===== config.mk =====
export PLATFORM = sky130hd
export DESIGN_NAME = imem_loader
export DESIGN_NICKNAME = d
export VERILOG_FILES = /design/src/rtl/imem_loader_pkg.sv /design/src/rtl/imem_loader.sv
export SDC_FILE = /design/constraint.sdc
export NUM_CORES = 1
export LEC_CHECK = 0
export BUFFER_PORTS_ARGS = -buffer_cell sky130_fd_sc_hd__buf_4
export CORE_MARGIN = 2
export CORE_UTILIZATION = 45
export CTS_CLUSTER_SIZE = 24
export DETAILED_ROUTE_END_ITERATION = 16
export PLACE_DENSITY = 0.74
export SYNTH_ARGS = -nofsm -noshare
export SYNTH_HDL_FRONTEND = slang
export SYNTH_SLANG_ARGS = --single-unit
export TNS_END_PERCENT = 30

===== constraint.sdc =====
create_clock -name clk_sys -period 5.2 [get_ports clk_sys]
set_input_delay 0.78 -clock clk_sys [delete_from_list [all_inputs] [get_ports clk_sys]]
set_output_delay 0.78 -clock clk_sys [all_outputs]
set_load 0.02 [all_outputs]

===== src/rtl/imem_loader_pkg.sv =====
// Shared types and stream-format constants for the instruction-memory loader.
// IMEM_LOADER_CKSUM_EN adds a trailing XOR checksum byte and its CKSUM state.
package imem_loader_pkg;

    localparam int HDR_BYTES      = 2;
    localparam int BYTES_PER_WORD = 4;
    localparam int LEN_W          = HDR_BYTES * 8;
    localparam int BCNT_W         = $clog2(BYTES_PER_WORD);

    typedef enum logic [2:0] {
        ST_IDLE,
        ST_LEN_LO,
        ST_LEN_HI,
        ST_DATA,
        ST_WRITE,
        ST_DONE,
`ifdef IMEM_LOADER_CKSUM_EN
        ST_ERR,
        ST_CKSUM
`else
        ST_ERR
`endif
    } state_e;

endpackage


===== src/rtl/imem_loader.sv =====
// Byte-stream loader: header gives word count N, then N little-endian words are written to imem.
// Optional feature: define IMEM_LOADER_CKSUM_EN for a trailing XOR checksum byte.
module imem_loader
    import imem_loader_pkg::*;
#(
    parameter int MEM_DEPTH = 2048,
    parameter int ADDR_W    = 12
) (
    input  logic              clk_sys,
    input  logic              rst_n,
    input  logic              i_start,
    input  logic              i_byte_valid,
    input  logic [7:0]        i_byte,
    output logic              o_byte_ready,
    output logic              o_instr_wena,
    output logic [ADDR_W-1:0] o_instr_waddra,
    output logic [31:0]       o_instr_dina,
    output logic              o_core_rst,
    output logic              o_done,
    output logic              o_err
);

    localparam logic [31:0] DEPTH_U  = 32'(MEM_DEPTH);
    localparam logic [BCNT_W-1:0] LAST_BYTE = BCNT_W'(BYTES_PER_WORD - 1);

    state_e              state_q, state_d;
    logic [7:0]          len_lo_q, len_lo_d;
    logic [LEN_W-1:0]    len_q, len_d;
    logic [ADDR_W-1:0]   idx_q, idx_d;
    logic [BCNT_W-1:0]   bcnt_q, bcnt_d;
    logic [31:0]         word_q, word_d;
`ifdef IMEM_LOADER_CKSUM_EN
    logic [7:0]          xor_q, xor_d;
`endif

    logic                hs;
    logic [LEN_W-1:0]    len_hdr;
    logic                more_words;

    assign hs         = i_byte_valid & o_byte_ready;
    assign len_hdr    = {i_byte, len_lo_q};
    // Compare in 32 bits so the last index never has to be represented past MEM_DEPTH-1.
    assign more_words = (32'(idx_q) + 32'd1) < 32'(len_q);

    always_ff @(posedge clk_sys or negedge rst_n) begin
        if (!rst_n) begin
            state_q  <= ST_IDLE;
            len_lo_q <= '0;
            len_q    <= '0;
            idx_q    <= '0;
            bcnt_q   <= '0;
            word_q   <= '0;
`ifdef IMEM_LOADER_CKSUM_EN
            xor_q    <= '0;
`endif
        end else begin
            state_q  <= state_d;
            len_lo_q <= len_lo_d;
            len_q    <= len_d;
            idx_q    <= idx_d;
            bcnt_q   <= bcnt_d;
            word_q   <= word_d;
`ifdef IMEM_LOADER_CKSUM_EN
            xor_q    <= xor_d;
`endif
        end
    end

    // Next state: i_start overrides everything, including a same-cycle byte.
    always_comb begin
        state_d = state_q;
        if (i_start) begin
            state_d = ST_LEN_LO;
        end else begin
            case (state_q)
                ST_LEN_LO: if (hs) state_d = ST_LEN_HI;
                ST_LEN_HI: begin
                    if (hs) begin
                        if (len_hdr == '0) begin
`ifdef IMEM_LOADER_CKSUM_EN
                            state_d = ST_CKSUM;
`else
                            state_d = ST_DONE;
`endif
                        end else if (32'(len_hdr) > DEPTH_U) begin
                            state_d = ST_ERR;
                        end else begin
                            state_d = ST_DATA;
                        end
                    end
                end
                ST_DATA: if (hs && bcnt_q == LAST_BYTE) state_d = ST_WRITE;
                ST_WRITE: begin
                    if (more_words) begin
                        state_d = ST_DATA;
                    end else begin
`ifdef IMEM_LOADER_CKSUM_EN
                        state_d = ST_CKSUM;
`else
                        state_d = ST_DONE;
`endif
                    end
                end
`ifdef IMEM_LOADER_CKSUM_EN
                ST_CKSUM: if (hs) state_d = (i_byte == xor_q) ? ST_DONE : ST_ERR;
`endif
                default: state_d = state_q;
            endcase
        end
    end

    // Datapath: header capture, little-endian word assembly, word index.
    always_comb begin
        len_lo_d = len_lo_q;
        len_d    = len_q;
        idx_d    = idx_q;
        bcnt_d   = bcnt_q;
        word_d   = word_q;
`ifdef IMEM_LOADER_CKSUM_EN
        xor_d    = xor_q;
`endif
        if (i_start) begin
            len_lo_d = '0;
            len_d    = '0;
            idx_d    = '0;
            bcnt_d   = '0;
            word_d   = '0;
`ifdef IMEM_LOADER_CKSUM_EN
            xor_d    = '0;
`endif
        end else begin
            case (state_q)
                ST_LEN_LO: if (hs) len_lo_d = i_byte;
                ST_LEN_HI: if (hs) len_d = len_hdr;
                ST_DATA: begin
                    if (hs) begin
                        // First byte received ends up in bits [7:0].
                        word_d = {i_byte, word_q[31:8]};
                        bcnt_d = (bcnt_q == LAST_BYTE) ? '0 : bcnt_q + 1'b1;
`ifdef IMEM_LOADER_CKSUM_EN
                        xor_d  = xor_q ^ i_byte;
`endif
                    end
                end
                ST_WRITE: if (more_words) idx_d = idx_q + 1'b1;
                default: ;
            endcase
        end
    end

    always_comb begin
        o_byte_ready = 1'b0;
        o_instr_wena = 1'b0;
        o_core_rst   = 1'b1;
        o_done       = 1'b0;
        o_err        = 1'b0;
        case (state_q)
            ST_LEN_LO, ST_LEN_HI, ST_DATA: o_byte_ready = 1'b1;
`ifdef IMEM_LOADER_CKSUM_EN
            ST_CKSUM: o_byte_ready = 1'b1;
`endif
            ST_WRITE: o_instr_wena = 1'b1;
            ST_DONE: begin
                o_core_rst = 1'b0;
                o_done     = 1'b1;
            end
            ST_ERR:  o_err = 1'b1;
            default: ;
        endcase
    end

    assign o_instr_waddra = idx_q;
    assign o_instr_dina   = word_q;

endmodule

==> implementation parameters <==
Parameter                              Value

Status
  Status    complete, no violations

Setup path
  Worst setup path class    reg -> reg
  Reg2reg path depth    12
  Type of element capturing the critical path    flip-flop
  Cells along the critical path    ha_1, nand3_1, nor2_1, and3_1, xor2_1, ha_1, a21o_1, a221o_1, o211ai_2, nand3_1, or3_1, a21oi_1
  Critical path required time    5.47 ns
  Delay contributed by the slowest stage of the critical path    0.45 ns
  CP Launch Type    flip-flop
  Data arrival time of the worst path    3.68 ns
  Crit path max fanout    8
  CP max-delay cell    dfrtp_1

Synthesis
  Dominant cell type by area after synthesis    dfrtp_1
  Synthesized netlist cell count    401
  Most used standard cell by instance count after synthesis    nand2_1
  Simple-Gate Fraction of Synth Area    0.215
  Fraction of the mapped netlist area in compound gates    0.124
  Synth warnings    0
  Xor-xnor portion of the synthesized cell area    0.0363
  Async set-or-reset flop fraction in the synthesized netlist    1.00
  Main combinational cell family by area after synthesis    simple AND/OR/NAND/NOR gates
  Summed instance area of the synthesized netlist    3620 sq um
  Average footprint of a synthesized cell    9.02 sq um
  Number of flops mapped to enable cells by yosys    0
  Register bit count reported by yosys    73
  Most instantiated cells after synthesis    nand2_1, dfrtp_1, a21oi_1
  Total nets after synthesis    427
  Post-synth top area share    0.505
  Mux cell area share after synthesis    0.0322
  Number of distinct standard cells referenced by the synthesized netlist    42
  Top area cells in the synthesized netlist    dfrtp_1, nand2_1, a21oi_1, ha_1, mux2i_1
  Sequential-to-total area share from yosys stat    0.505
  Synthesized-area fraction occupied by adder cells    0.0484
  Most used flip-flop cell after synthesis    dfrtp_1

STA
  Maximum operating frequency    0.294 GHz
  Sum of negative setup slack    0 ns
  Slew Limit Headroom    0.393
  Setup violation total in the final timing report    0
  Setup ws final    1.80 ns
  Max-slew violations    0
  Worst Max-Slew Pin Slew    0.911 ns
  Final Hold Fails    0
  Setup repair after global routing missed its margin    false
  Final critical path time including I/O delays and setup    3.40 ns
  Share of the cycle needed by the critical path after routing    0.654
  Clock skew after layout    0.00824 ns

Pwr
  Clk pwr share    0.379
  Cell Pwr Density    256 nW/um^2
  Net switching share of the total power    0.286
  Post-layout power    1110 uW
  Total leakage power    0.00202 uW
  Internal Power    789 uW
  Relative contribution of sequential cells to total power    0.534
  Combinational cell fraction of total power    0.087
  Switching power    316 uW
  IR Drop Worst-Case VDD    0.177 mV

Clock network
  Worst-Skew Late Latency    0.36 ns
  Count of hold-fix buffers inserted at cts    0
  Setup fix buffers added after clock tree synthesis    0
  Number of buffers inserted during clock tree synthesis    9
  Reg clk slew, reported paths    0.08 ns
  Number of resized instances in the post-cts repair step    0
  Clock tree from TritonCTS    done
  Total number of clock tree sinks    73
  Root buffer cell    clkbuf_8
  Bufs on Longest Clock Path    2
  CTS H-Tree Depth    3

Detailed routing
  Drt first pass iters    4
  Number of vias per cell after detailed routing    5.21
  Overall via count from detail_route    2930
  DRT iter0 DRCs    171
  Remaining number of nets flagged by the antenna check after routing    0
  Final routed wire length divided by cell count    14.2 um
  DRC errors left    0
  Total routed wirelength    8.01 mm

Placed design
  DP Wirelength    5.42 mm
  RePlAce Congestion    0.881
  Dpl cell area    4130 sq um
  Cells after DPL    546
  Worst slack at placement    1.83 ns
  Buffers on Ports    60

Floorplan
  Core Area    7770 sq um
  Chip width    93.7 um
  Full die area    8770 sq um
  Number of rows created at floorplan    32
  Initial Utilization    0.466
  Number of placed I/O pins    61
  Die boundary height    93.7 um

GRT
  Sum of overflow across all layers after global routing    0
  Number of global-route vias before repair    2806
  Total routing resource utilization after global routing    0.190
  Largest net degree at the start of global routing    80
  First-pass GRT wire length    13.1 mm
  Initial antenna violation count    0

Finish
  Final Net Count    481
  Multi-input logic area    1650 sq um
  Count of inserted antenna diode cells    0
  Layout area overhead    19.3%
  Layout cell share with drive strength beyond 1    0.193
  Final-layout fill cell count    729
  Fin cells    562
  Sequential Area    1830 sq um
  Final Cell Area    4320 sq um

Hold path
  Type of the worst min-delay path    reg -> reg
  WHS Path Cells    2

Flow run
  Max_cap viols    0
[worst max-delay path: cells and delay by family (launching register included)]
| family | cells | cell delay (ns) |
|---|---|---|
| adders and majority gates | 2 | 0.50 |
| and+or+nand+nor | 5 | 1.40 |
| DFF | 1 | 0.45 |
| xor gates and xnor gates | 1 | 0.16 |
| AOI/OAI and AO/OA | 4 | 0.80 |
[power by group through the flow]
stage	clock, uW	sequential (uW)	combinational [uW]
final	419	590	96.1
after global routing	448	592	107
after global placement	0	601	95.2
after floorplan	0	600	55.4
after CTS	426	590	97.3
after detailed placement	0	601	96.9
[per-stage QoR]
stage                util  hold WS [ns]
floorplan               -         0.484
global placement    0.532         0.513
detailed placement  0.532         0.515
CTS                 0.556         0.526
global route        0.556         0.545
finish              0.556         0.523
[routing by layer]
layer  share of wire  global-route usage  vias up
met4           0.013              0.0713        0
met3           0.044              0.0457       10
met2            0.46               0.296       63
li1                -                   -     1456
met1            0.48               0.259     1401
met5               0                   0        -
[final timing paths]
kind,startpoint,endpoint,slack [ns]
max in group asynchronous,rst_n,o_instr_dina[1]$_DFFE_PN0P_,4.06
max,o_instr_waddra[0]$_DFFE_PN0P_,o_instr_waddra[5]$_DFFE_PN0P_,1.80
max reg2reg,o_instr_waddra[0]$_DFFE_PN0P_,o_instr_waddra[5]$_DFFE_PN0P_,1.80
min,len_q[8]$_DFFE_PN0P_,len_q[8]$_DFFE_PN0P_,0.52
min in group asynchronous,rst_n,state_q[2]$_DFFE_PN0P_,0.54
min reg2reg,len_q[8]$_DFFE_PN0P_,len_q[8]$_DFFE_PN0P_,0.52
[cell type report]
cell class,instances,area share
clock inverters,7,0.0136
inverters,16,0.0139
flip-flops and latches,73,0.423
well taps,102,0.0296
clock buffers,9,0.0287
multi-input cells,293,0.383
repair buffers,62,0.108
[logic make-up (layout without fill, tap and decap cells)]
group / after synthesis / in the layout
compound gates: 78 / 78
xor+xnor: 15 / 15
fa+ha+maj: 14 / 14
buf+inv: 35 / 94
flops: 73 / 73
mux: 11 / 11
simple gates: 175 / 175
[state kept, by name, summed over array words and instances, names as in the netlist]
name	cells
bcnt_q	2
o_instr_waddra	12
state_q	3
len_lo_q	8
len_q	16
o_instr_dina	32
[cells in the final DEF, fill, tap and decap left out, types with 4 or more instances in the layout]
cell type  instances
a21oi_1           57
and3_1            10
buf_4             62
clkbuf_8           9
dfrtp_1           73
ha_1              14
inv_1             15
inv_6              4
mux2i_1            9
nand2_1          107
nand3_1            6
nand4_1            4
nor2_1            20
nor2b_1            5
nor3_1             5
o21ai_0            5
xnor2_1            5
xor2_1            10
Note: power is estimated with default switching activity, not from simulation.
